## src/rtl/uart_tx_buf_pkg.sv

```systemverilog
// Shared constants for the parametrised UART transmit buffer:
// default parameter values and the drain FSM state encoding.
package uart_tx_buf_pkg;

    localparam int DEF_DATA_W   = 8;
    localparam int DEF_ADDR_W   = 4;
    localparam int DEF_BUSY_TMO = 4;

    localparam logic [2:0] ST_IDLE    = 3'd0;
    localparam logic [2:0] ST_POP     = 3'd1;
    localparam logic [2:0] ST_STROBE  = 3'd2;
    localparam logic [2:0] ST_WAIT_HI = 3'd3;
    localparam logic [2:0] ST_WAIT_LO = 3'd4;

endpackage

```

## src/rtl/uart_tx_buf_p_if.sv

```systemverilog
// Data handshake between the application, the transmit buffer and the
// UART transmitter. The buffer takes the slave side; whoever drives the
// application writes and the transmitter busy flag takes the master side.
interface uart_tx_buf_p_if
    import uart_tx_buf_pkg::*;
#(
    parameter int DATA_W = DEF_DATA_W
) ();

    logic [DATA_W-1:0] txdata;
    logic              txDataValid;
    logic              txBusy;
    logic [DATA_W-1:0] utb_txdata;
    logic              utb_txdata_rdy;

    modport master (
        output txdata, txDataValid, txBusy,
        input  utb_txdata, utb_txdata_rdy
    );

    modport slave (
        input  txdata, txDataValid, txBusy,
        output utb_txdata, utb_txdata_rdy
    );

endinterface

```

## src/rtl/uart_tx_buf_p_sync_fifo.sv

```systemverilog
// Flop-based synchronous FIFO with registered status flags and a sticky
// overflow bit. Pointers carry one extra wrap bit to tell full from empty.
module sync_fifo_p
    import uart_tx_buf_pkg::*;
#(
    parameter int DATA_W = DEF_DATA_W,
    parameter int ADDR_W = DEF_ADDR_W
) (
    input  logic              clk,
    input  logic              reset_n,
    input  logic              push,
    input  logic [DATA_W-1:0] wdata,
    input  logic              pop,
    input  logic              flush,
    input  logic              clr_ovf,
    output logic              pop_fire,
    output logic [DATA_W-1:0] rdata,
    output logic              full,
    output logic              emptyB,
    output logic [ADDR_W:0]   count,
    output logic              overflow
);

    localparam int DEPTH = 1 << ADDR_W;

    logic [DATA_W-1:0] mem [DEPTH];
    logic [ADDR_W:0]   wr_ptr;
    logic [ADDR_W:0]   rd_ptr;
    logic              full_now;
    logic              empty_now;
    logic              accept;
    logic              drop;

    // The published flags lag the pointers by a cycle, so acceptance and
    // pop decisions look at the live pointers to never overrun or underrun.
    assign full_now  = (wr_ptr[ADDR_W] != rd_ptr[ADDR_W]) &&
                       (wr_ptr[ADDR_W-1:0] == rd_ptr[ADDR_W-1:0]);
    assign empty_now = (wr_ptr == rd_ptr);
    assign pop_fire  = pop && !flush && !empty_now;
    assign accept    = push && !flush && (!full_now || pop_fire);
    assign drop      = push && !flush && full_now && !pop_fire;
    assign rdata     = mem[rd_ptr[ADDR_W-1:0]];

    // Storage array, intentionally left without reset.
    always_ff @(posedge clk) begin
        if (accept) begin
            mem[wr_ptr[ADDR_W-1:0]] <= wdata;
        end
    end

    // Pointer update; flush discards everything by catching rd up to wr.
    always_ff @(posedge clk or negedge reset_n) begin
        if (!reset_n) begin
            wr_ptr <= '0;
            rd_ptr <= '0;
        end else begin
            if (accept) begin
                wr_ptr <= wr_ptr + 1'b1;
            end
            if (flush) begin
                rd_ptr <= wr_ptr;
            end else if (pop_fire) begin
                rd_ptr <= rd_ptr + 1'b1;
            end
        end
    end

    // Registered status flags and sticky overflow (set beats clear).
    always_ff @(posedge clk or negedge reset_n) begin
        if (!reset_n) begin
            full     <= 1'b0;
            emptyB   <= 1'b0;
            count    <= '0;
            overflow <= 1'b0;
        end else begin
            full   <= full_now;
            emptyB <= !empty_now;
            count  <= wr_ptr - rd_ptr;
            if (drop) begin
                overflow <= 1'b1;
            end else if (clr_ovf) begin
                overflow <= 1'b0;
            end
        end
    end

endmodule

```

## src/rtl/uart_tx_buf_p.sv

```systemverilog
// UART transmit buffer: FIFO plus a drain FSM that pops one word, strobes
// it to the transmitter and waits out the transmitter's busy cycle.
//
// state   | meaning
// IDLE    | waiting for a word, not paused, no flush
// POP     | reading the FIFO head into the output register
// STROBE  | utb_txdata_rdy high for this single cycle
// WAIT_HI | waiting for txBusy to rise, bounded by BUSY_TMO cycles
// WAIT_LO | waiting for txBusy to fall
module uart_tx_buf_p
    import uart_tx_buf_pkg::*;
#(
    parameter int DATA_W   = DEF_DATA_W,
    parameter int ADDR_W   = DEF_ADDR_W,
    parameter int BUSY_TMO = DEF_BUSY_TMO
) (
    input  logic            clk,
    input  logic            reset_n,
    uart_tx_buf_p_if.slave  bus,
    input  logic            flush,
    input  logic            pause,
    input  logic            clr_ovf,
    output logic            full,
    output logic            emptyB,
    output logic [ADDR_W:0] count,
    output logic            overflow
);

    localparam int               TMR_W  = $clog2(BUSY_TMO + 1);
    localparam logic [TMR_W-1:0] TMO_LD = TMR_W'(BUSY_TMO);

    logic [2:0]        state;
    logic [TMR_W-1:0]  timer;
    logic [DATA_W-1:0] tx_q;
    logic [DATA_W-1:0] rdata;
    logic              pop;
    logic              pop_fire;

    assign pop                = (state == ST_POP);
    assign bus.utb_txdata     = tx_q;
    assign bus.utb_txdata_rdy = (state == ST_STROBE);

    sync_fifo_p #(
        .DATA_W (DATA_W),
        .ADDR_W (ADDR_W)
    ) u_fifo (
        .clk      (clk),
        .reset_n  (reset_n),
        .push     (bus.txDataValid),
        .wdata    (bus.txdata),
        .pop      (pop),
        .flush    (flush),
        .clr_ovf  (clr_ovf),
        .pop_fire (pop_fire),
        .rdata    (rdata),
        .full     (full),
        .emptyB   (emptyB),
        .count    (count),
        .overflow (overflow)
    );

    // Drain FSM with busy-rise timeout. POP falls back to IDLE when the pop
    // is suppressed (flush, or the lagging emptyB flag after a flush).
    always_ff @(posedge clk or negedge reset_n) begin
        if (!reset_n) begin
            state <= ST_IDLE;
            timer <= '0;
            tx_q  <= '0;
        end else begin
            case (state)
                ST_IDLE: begin
                    if (emptyB && !pause && !flush) begin
                        state <= ST_POP;
                    end
                end
                ST_POP: begin
                    if (pop_fire) begin
                        tx_q  <= rdata;
                        state <= ST_STROBE;
                    end else begin
                        state <= ST_IDLE;
                    end
                end
                ST_STROBE: begin
                    timer <= TMO_LD;
                    state <= ST_WAIT_HI;
                end
                ST_WAIT_HI: begin
                    timer <= timer - 1'b1;
                    if (bus.txBusy) begin
                        state <= ST_WAIT_LO;
                    end else if (timer == TMR_W'(1)) begin
                        state <= ST_IDLE;
                    end
                end
                ST_WAIT_LO: begin
                    if (!bus.txBusy) begin
                        state <= ST_IDLE;
                    end
                end
                default: state <= ST_IDLE;
            endcase
        end
    end

endmodule
```

## src/flat_wrapper.sv

```systemverilog
// flat-port wrapper written by rule: the top's interface ports become plain ports
module uart_tx_buf_p_flat import uart_tx_buf_pkg::*;
#(
    parameter int DATA_W   = DEF_DATA_W,
    parameter int ADDR_W   = DEF_ADDR_W,
    parameter int BUSY_TMO = DEF_BUSY_TMO
)
  (clk, reset_n, flush, pause, clr_ovf, full, emptyB, count, overflow, bus_txdata, bus_txDataValid, bus_txBusy, bus_utb_txdata, bus_utb_txdata_rdy);
  uart_tx_buf_p_if #(.DATA_W(DATA_W)) bus_i ();
  input  logic clk;
  input  logic reset_n;
  input  logic flush;
  input  logic pause;
  input  logic clr_ovf;
  output logic full;
  output logic emptyB;
  output logic [ADDR_W:0] count;
  output logic overflow;
  input wire logic [$bits(bus_i.txdata)-1:0] bus_txdata;
  input wire logic [$bits(bus_i.txDataValid)-1:0] bus_txDataValid;
  input wire logic [$bits(bus_i.txBusy)-1:0] bus_txBusy;
  output wire logic [$bits(bus_i.utb_txdata)-1:0] bus_utb_txdata;
  output wire logic [$bits(bus_i.utb_txdata_rdy)-1:0] bus_utb_txdata_rdy;
  assign bus_i.txdata = bus_txdata;
  assign bus_i.txDataValid = bus_txDataValid;
  assign bus_i.txBusy = bus_txBusy;
  assign bus_utb_txdata = bus_i.utb_txdata;
  assign bus_utb_txdata_rdy = bus_i.utb_txdata_rdy;
  uart_tx_buf_p #(.DATA_W(DATA_W), .ADDR_W(ADDR_W), .BUSY_TMO(BUSY_TMO)) u_core (.clk(clk), .reset_n(reset_n), .bus(bus_i), .flush(flush), .pause(pause), .clr_ovf(clr_ovf), .full(full), .emptyB(emptyB), .count(count), .overflow(overflow));
endmodule
```

## config.mk

```make
export PLATFORM = sky130hd
export DESIGN_NAME = uart_tx_buf_p_flat
export DESIGN_NICKNAME = d
export VERILOG_FILES = /design/src/rtl/uart_tx_buf_pkg.sv /design/src/rtl/uart_tx_buf_p_if.sv /design/src/rtl/uart_tx_buf_p_sync_fifo.sv /design/src/rtl/uart_tx_buf_p.sv /design/src/flat_wrapper.sv
export SDC_FILE = /design/constraint.sdc
export NUM_CORES = 1
export LEC_CHECK = 0
export CAP_MARGIN = 15
export CORE_MARGIN = 2
export CORE_UTILIZATION = 45
export CTS_BUF_LIST = sky130_fd_sc_hd__clkbuf_4 sky130_fd_sc_hd__clkbuf_8 sky130_fd_sc_hd__clkbuf_16
export CTS_CLUSTER_SIZE = 30
export DETAILED_ROUTE_END_ITERATION = 7
export GPL_ROUTABILITY_DRIVEN = 0
export PLACE_DENSITY_LB_ADDON = 0.15
export SYNTH_ARGS = -nofsm -noshare
export SYNTH_HDL_FRONTEND = slang
export SYNTH_SLANG_ARGS = --single-unit
```

## constraint.sdc

```tcl
create_clock -name clk -period 5.7 [get_ports clk]
set_input_delay 0.855 -clock clk [delete_from_list [all_inputs] [get_ports clk]]
set_output_delay 0.855 -clock clk [all_outputs]
set_load 0.01 [all_outputs]
```

# Word level (Yosys, flattened, before mapping)
# Memory sizes are Yosys's and may differ from the RTL's. A register that Yosys moved wholly into a read port is not among the register bits.
# Cells that the tools add are included.
dict set report totals {
  regBits 24
  latchBits 0
  ram_bits 128
  romBits 0
  out_inout_bits 17
  n_memories 1
}
dict set report classes {
  add_sub_neg 4
  n_mul 0
  div_mod_pow 0
  n_lt_le_gt_ge 0
  n_eq_ne 11
  shift 0
  n_mux 13
  bitwise 0
  reduce_logical 22
}
# name words width rd rd_clocked_by_memory_dff write_ports line
set mem_list {}
lappend mem_list {u_core.u_fifo.mem 16 8 1 1 1 uart_tx_buf_p_sync_fifo.sv:26} ;# logic [DATA_W-1:0] mem [DEPTH];
# op count
set op_table {}
lappend op_table {{3-bit one-hot mux with 5 select lines} 1}
lappend op_table {{3-bit two-way mux} 4}
lappend op_table {{5-bit by 1-bit adder with 5-bit output, second input constant} 2}
lappend op_table {{5-bit two-way mux} 2}
lappend op_table {{1-bit logical AND} 9}
lappend op_table {{3-bit by 1-bit == test with 1-bit output, second input constant} 2}
lappend op_table {{3-bit by 2-bit == test with 1-bit output, second input constant} 2}
lappend op_table {{1-bit zero test} 6}
lappend op_table {{3-bit one-hot mux with 2 select lines} 1}
lappend op_table {{2-bit nonzero test} 3}
lappend op_table {{5-bit == test} 1}
lappend op_table {{5-bit subtractor} 1}
lappend op_table {{4-bit == test} 1}
lappend op_table {{1-bit two-way mux} 4}
lappend op_table {{3-bit == test, second input constant} 1}
lappend op_table {{3-bit zero test} 1}
lappend op_table {{3-bit by 2-bit inequality test with 1-bit output, second input constant} 1}
lappend op_table {{3-bit AND reduction} 1}
lappend op_table {{3-bit by 1-bit subtractor with 3-bit output, second input constant} 1}
lappend op_table {{2-bit two-way mux} 1}
lappend op_table {{2-bit by 1-bit inequality test with 1-bit output, second input constant} 1}
lappend op_table {{2-bit inequality test, second input constant} 1}
lappend op_table {{2-bit AND reduction} 1}
lappend op_table {{1-bit logical OR} 1}
lappend op_table {{1-bit inequality test} 1}

# Depth between registers and ports, before layout
# Gate-level depths: netlist of the first run.
dict set report logic_depth {
  depth_word 7
  depth_mapped 10
}

# Modules after synthesis
# Synthesis of the first run repeated with hierarchy kept, for this count alone.
dict set report unflattened {
  hier_cells 390
  area_unflattened_um2 6668.9
}
# mod n_inst cells_per_inst area_each_um2
set by_module_without_submodules {}
lappend by_module_without_submodules {sync_fifo_p 1 339 5998.3}
lappend by_module_without_submodules {uart_tx_buf_p 1 51 670.6}

# Worst setup path after synthesis of the first run
# Ideal clock, no wire load.
dict set report synth_timing {
  path_kind {register -> register}
  start {register u_core.u_fifo.rd_ptr[1]}
  end {memory u_core.u_fifo.mem[3][0] (netlist name), enable pin}
  t_arrival_ns 2.555
  required_time_ns 5.317
  path_slack_ns 2.762
  path_stages_with_launch 11
  path_buffers 4
  period_less_slack_ns 2.938
  cell_sequence {dfrtp_1 buf_2 buf_4 buf_2 inv_1 ha_1 and4_1 a31oi_1 buf_4 nand2_1 nor3_1}
}
dict set report synth_between {
  elab_chain_cells 7
  elab_cells_between_ends 10
}
# element line
set synth_rtl {}
lappend synth_rtl {{start: declaration} uart_tx_buf_p_sync_fifo.sv:28} ;# logic [ADDR_W:0] rd_ptr;
lappend synth_rtl {{start signal: assignment} uart_tx_buf_p_sync_fifo.sv:61} ;# rd_ptr <= wr_ptr;
lappend synth_rtl {{start signal: assignment} uart_tx_buf_p_sync_fifo.sv:63} ;# rd_ptr <= rd_ptr + 1'b1;
lappend synth_rtl {{5-bit == test / 4-bit == test (equally long branches)} {uart_tx_buf_p_sync_fifo.sv:38, uart_tx_buf_p_sync_fifo.sv:37}}
lappend synth_rtl {{1-bit zero test / 1-bit logical AND (equally long branches)} {uart_tx_buf_p_sync_fifo.sv:39, uart_tx_buf_p_sync_fifo.sv:36}}
lappend synth_rtl {{1-bit logical AND / 1-bit zero test (equally long branches)} {uart_tx_buf_p_sync_fifo.sv:39, uart_tx_buf_p_sync_fifo.sv:40}}
lappend synth_rtl {{1-bit logical OR *} uart_tx_buf_p_sync_fifo.sv:40} ;# assign accept = push && !flush && (!full_now || pop_fire);
lappend synth_rtl {{1-bit logical AND *} uart_tx_buf_p_sync_fifo.sv:40}
lappend synth_rtl {{1-bit two-way mux *} uart_tx_buf_p_sync_fifo.sv:46} ;# if (accept) begin
lappend synth_rtl {{1-bit two-way mux (implied by the code) *} uart_tx_buf_p_sync_fifo.sv:47} ;# mem[wr_ptr[ADDR_W-1:0]] <= wdata;
lappend synth_rtl {{end: declaration} uart_tx_buf_p_sync_fifo.sv:26}
# Mark *: on every way between the ends. The rest lies on a longest branch, timed or not.

# Final worst setup path of the first run
dict set report layout_timing {
  start {register u_core.u_fifo.rd_ptr[1]}
  end {memory u_core.u_fifo.mem[3][3] (netlist name), enable pin}
}
# Same word-level chain as after synthesis.

==> impl_metrics.toml, run 1 <==
[run_status]
status = "completed"

[final_layout]
diodes = 0
area_growth_pct = 15.0
postLayoutCoreUtil = 0.527
layout-drive-gt1-share = 0.145
fillers = 1179
fin_nets = 443
regArea_mm2 = 0.00465
fin_cells = 613
multi_input_area_mm2 = 0.00180

[die]
start_util = 0.458
io_pins = 32
design.die.area_mm2 = 0.0157
fp.dieW_um = 125
num_rows = 44
die_y_um = 125
core_mm2 = 0.0144

[synth]
ys_warn_count = 0
syn_nets = 407
synth_cells = 380
synthXorXnorAreaFrac = 0.0170
synthDistinctLibCells = 45
syn_avg_cell_area_um2 = 17.4
synth_seq_cells = 160
ys_seq_area_frac = 0.703
synth-adder-area-share = 0.0239
synthArstFlopShare = 0.200
synth_compound_area_frac = 0.0462
synth_mux_area_frac = 0.127
synth_top_family_by_area = "multiplexers"
synth_ff_type = "edfxtp_1"
synth_area_mm2 = 0.00661
synthSimpleGateAreaFrac = 0.0581
synth_edf_count = 128

[placed_design]
port_buffers = 31
post-dp-hpwl_um = 8750
dp_cells = 581

[worst_setup_path]
startpoint_type = "flip-flop"
crit_arrival_ps = 3730
rrSetupSlack_ps = 2020
cp_slowest_cell = "dfrtp_2"
setup.worst_path.end_class = "flip-flop"
crit_type = "reg2reg"
crit_chain = "inv_1 > ha_1 > and4_1 > a31oi_1 > buf_4 > nand2_1 > nor3_1"
critPathMaxStageDelay_ps = 1080
cp.required_ps = 5750
cp_max_fo = 44

[sta]
slew_headroom = 0.282
post-route-period-util = 0.646
slew_viol_final = 0
hold_viol = 0
fin_setup_tns_ps = 0
fin_worst_skew_ps = 9.64
worst_pin_slew_ps = 1080
rsz0062_at_grt = "no"
fmax_mhz = 272
setup_violations = 0
hold_slack_ps = 532
layout_min_cycle_time_ps = 3680

[global_route]
grt_pass1_wl_um = 20700
grt_pass1_vias = 3542
antenna_found_initial = 0
grt_start_max_net_pins = 45
gr-usage-all-layers = 0.183
grt-ovfl-total = 0

[drt]
vias = 3383
drcViolationCount = 0
wl_met3_um = 713
initialDrtViolationCount = 319
wl_met1_um = 6020
antenna_left = 0
wl_met2_um = 6590
post_drt_via_cell_ratio = 5.52
topRoutingLayerUsed = "met4"
firstDrtPassIters = 4
routed_wl_um = 13500
routedWlPerCell_um = 22.0

[cts]
cts_setup_buffers = 0
cts_resized = 0
htree_levels = 4
cts_buffers = 17
ctsHoldBuffers = 0
clock_path_buffers = 2
cts_sinks = 160
clk_pin_slew_ps = 60
clock_tree.root_cell = "clkbuf_16"
cts_tree = "built"
insertion_delay_ps = 430

[flow_run]
drv_cap = 0

[hold_path]
worstHoldPathType = "reg2reg"

[power_and_ir_drop]
ir_drop_v = 0.000310
powerDensity_mw_per_mm2 = 487
total_power_mw = 3.70
p_leak_nw = 2.67
[placed cells by master, fill, tap and decap left out, types with 13 or more instances in the layout]
cell type / netlist / layout
nand2_1: 21 / 21
dfrtp_1: 32 / 31
and3_1: 15 / 15
nor2_1: 13 / 13
a21oi_1: 13 / 13
mux2i_1: 17 / 17
mux4_2: 13 / 13
clkdlybuf4s50_1: 0 / 31
edfxtp_1: 128 / 128
clkbuf_16: 0 / 17
[final cells by class]
type	count	area share
clock inverter	13	0.0138
clock buffer	19	0.0580
timing repair buffer	34	0.0438
multi-input combinational	192	0.237
inverter	11	0.00543
sequential	160	0.611
tap	184	0.0303
[Yosys cell counts (4+ instances only)]
library cell	instances	area [um^2]
inv_1	10	37.5
o21ai_0	6	30.0
buf_4	5	37.5
a21oi_1	13	65.1
mux4_2	13	293
nand2_1	21	78.8
o22ai_1	9	56.3
edfxtp_1	128	3840
clkbuf_1	5	18.8
mux4_1	11	289
nor2_1	13	48.8
mux2_2	8	90.1
xnor2_1	8	70.1
a31oi_1	9	56.3
dfrtp_1	32	801
ha_1	11	138
mux2i_1	17	170
buf_2	4	20.0
and3_1	15	93.8
[state kept, by name (all words and copies together), names as in the netlist]
signal / flops
u_core.u_fifo.mem: 128
u_core.bus.utb_txdata: 8
u_core.u_fifo.count: 5
u_core.u_fifo.rd_ptr: 5
u_core.u_fifo.wr_ptr: 5
u_core.state: 3
u_core.timer: 3
u_core.u_fifo.emptyB: 1
u_core.u_fifo.full: 1
u_core.u_fifo.overflow: 1
[report_power, final]
part / total, mW / internal, mW / leakage [nW] / switching (mW)
sequential: 1.61 / 1.42 / 1.54 / 0.189
combinational: 1.05 / 0.529 / 0.879 / 0.523
clock: 1.04 / 0.573 / 0.253 / 0.468
[worst max-delay path: cells and delay by family (launching register included)]
family,cells,cell delay [ps]
simple gates,3,1120
flops,1,1080
buf+inv,2,480
fa+ha+maj,1,370
compound gates,1,250
[through the flow]
stage / setup slack, ps / area [um^2]
2_1_floorplan: 2760 / 6610
3_3_place_gp: 2090 / 7050
3_5_place_dp: 1960 / 7050
4_1_cts: 1950 / 7600
5_1_grt: 1740 / 7600
6_report: 2020 / 7600
[kinds of logic after synthesis]
kind of cell             count (synthesis)
flip-flops                             160
AND/OR/NAND/NOR                         70
AO/OA/AOI/OAI                           49
multiplexers                            49
buffers and inverters                   28
XOR/XNOR                                12
adder cells (fa/ha/maj)                 12
[path summary, 6_finish.rpt]
kind | from | to | cells after the start
max | u_core.u_fifo.rd_ptr[1] | u_core.u_fifo.mem[3][3] | 7
min | u_core.timer[0] | u_core.timer[0] | 1
max reg2reg | u_core.u_fifo.rd_ptr[1] | u_core.u_fifo.mem[3][3] | 7
min reg2reg | u_core.timer[0] | u_core.timer[0] | 1
max in group asynchronous | reset_n | u_core.u_fifo.rd_ptr[1] | 2
min in group asynchronous | reset_n | u_core.u_fifo.count[2] | 2
[routing by layer]
metal	global-route usage	vias up
met5	0	-
met1	0.248	1739
met2	0.291	76
li1	-	1560
met3	0.0539	8
met4	0.0536	0
Power figures use the tool's default switching activity.
==> inputs of run 2 (changes only) <==
Clock period 5.7 ns to 3.8 ns, I/O delays scaled along.
==> run 2 against run 1 <==
Net effect:
- combinational power increased by 61%
- sequential cell count stayed put
- via count increased by 1.3%
- critical path depth decreased by 1
- routed wire length shrank 2.1%
==> impl_metrics.toml, run 2 (synthesis results as in run 1) <==
[run_status]
status = "completed"

[worst_setup_path]
crit_arrival_ps = 2890
worst_r2r_endpoint = "u_core.u_fifo.mem[4][0]"
r2r_start = "u_core.u_fifo.rd_ptr[2]"
rrSetupSlack_ps = 990
crit_type = "reg2reg"
setup.worst_path.end_class = "flip-flop"
cp_slowest_cell = "dfrtp_1"
reg2regPathDepth = 6
crit_chain = "inv_1 > ha_1 > and4_1 > a31oi_1 > buf_4 > and3_1"
startpoint_type = "flip-flop"
critPathMaxStageDelay_ps = 610
cp_max_fo = 20
cp.required_ps = 3880

[drt]
routedWlPerCell_um = 21.5
post_drt_via_cell_ratio = 5.57
initialDrtViolationCount = 278
drcViolationCount = 0
antenna_left = 0
vias = 3428
firstDrtPassIters = 5
routed_wl_um = 13200

[final_layout]
postLayoutCellArea_mm2 = 0.00764
diodes = 0
postLayoutCoreUtil = 0.530
fin_cells = 615
fin_nets = 445
largest_reg_flops = 128
layout_common_cells = "edfxtp_1 (128), clkdlybuf4s50_1 (31), dfrtp_1 (31)"
final_common_cell = "edfxtp_1"
area_growth_pct = 15.6
layout-drive-gt1-share = 0.151

[hold_path]
hold-path-cell-count = 2
hold_start = "u_core.u_fifo.overflow"
worstHoldPathType = "reg2reg"
min_to = "u_core.u_fifo.overflow"

[die]
start_util = 0.458
die_y_um = 125
core_mm2 = 0.0144
num_rows = 44
design.die.area_mm2 = 0.0157
io_pins = 32
fp.dieW_um = 125

[cts]
ctsHoldBuffers = 0
htree_levels = 4
cts_sinks = 160
cts_tree = "built"
clk_pin_slew_ps = 60
clock_path_buffers = 2
cts_buffers = 17
clock_tree.root_cell = "clkbuf_16"
cts_setup_buffers = 0
cts_resized = 0
insertion_delay_ps = 430

[sta]
worst_pin_slew_ps = 836
fmax_mhz = 357
layout_min_cycle_time_ps = 2810
slew_headroom = 0.441
slew_viol_final = 0
layout_setup_ws_ps = 995
rsz0062_at_grt = "no"
post-route-period-util = 0.738
setup_violations = 0
hold_viol = 0
fin_worst_skew_ps = 5.99
fin_setup_tns_ps = 0

[placed_design]
dpl_worst_slack_ps = 959
port_buffers = 31
post-dp-hpwl_um = 8490
dpl_cell_area_mm2 = 0.00707
dp_cells = 583

[global_route]
grt-ovfl-total = 0
grt_pass1_wl_um = 20500
gr-usage-all-layers = 0.178
grt_start_max_net_pins = 44
grt_pass1_vias = 3369
antenna_found_initial = 0

[power_and_ir_drop]
powerDensity_mw_per_mm2 = 741
p_leak_nw = 2.71
ir_drop_v = 0.000334

[flow_run]
drv_cap = 0
run 2: cell types whose count changed in the layout (fill, tap and decap cells not counted), moves of 2 or more:
cell | before | now
buf_4 | 3 | 5
clkinv_4 | 2 | 4
clkinvlp_4 | 5 | 1
inv_6 | 4 | 8
clkbuf_4 | 2 | 0
run 2: stage by stage:
stage	hold WS [ps]	power (mW)
after floorplan	274	3.50
after global placement	519	4.05
after detailed placement	521	4.05
after CTS	531	5.70
after global routing	578	5.94
final	527	5.66
run 2: worst max-delay path by stage:
stage                             from                       to  slack [ps]  cells after the start
2_1_floorplan  u_core.u_fifo.rd_ptr[1]  u_core.u_fifo.mem[3][0]         860                     10
3_3_place_gp                     flush  u_core.u_fifo.mem[4][5]         970                      5
3_5_place_dp                     flush  u_core.u_fifo.mem[4][7]         960                      5
4_1_cts        u_core.u_fifo.rd_ptr[2]  u_core.u_fifo.mem[6][4]        1010                      6
5_1_grt        u_core.u_fifo.rd_ptr[2]  u_core.u_fifo.mem[5][1]         880                      6
6_report       u_core.u_fifo.rd_ptr[2]  u_core.u_fifo.mem[4][0]         990                      6
run 2: routing by layer:
layer	wire length, um	global-route usage	vias to the layer above	share of wire
met3	556	0.0424	28	0.042
met2	5820	0.253	111	0.44
met4	310	0.0752	0	0.023
met1	6520	0.267	1723	0.49
met5	0	0	-	0
li1	-	-	1566	-
run 2: report_power, final:
group	internal, mW	switching, mW	total, mW
Combinational	0.796	0.891	1.69
Clock	0.919	0.723	1.64
Sequential	2.13	0.202	2.33
Total	3.84	1.82	5.66
run 2: worst max-delay path, delay by kind of cell (launching register included):
kind,cells,cell delay (ps)
AOI/OAI and AO/OA,1,310
and+or+nand+nor,2,730
DFF,1,610
adders and majority gates,1,370
buffers and inverters,2,420
run 2: layout make-up:
class | instances | area (um^2)
Fill cell | 1147 | 6780
Sequential cell | 160 | 4650
Multi-Input combinational cell | 192 | 1800
Clock buffer | 17 | 425
Timing Repair Buffer | 36 | 348
Tap cell | 184 | 230
Clock inverter | 15 | 148
Inverter | 11 | 41.3
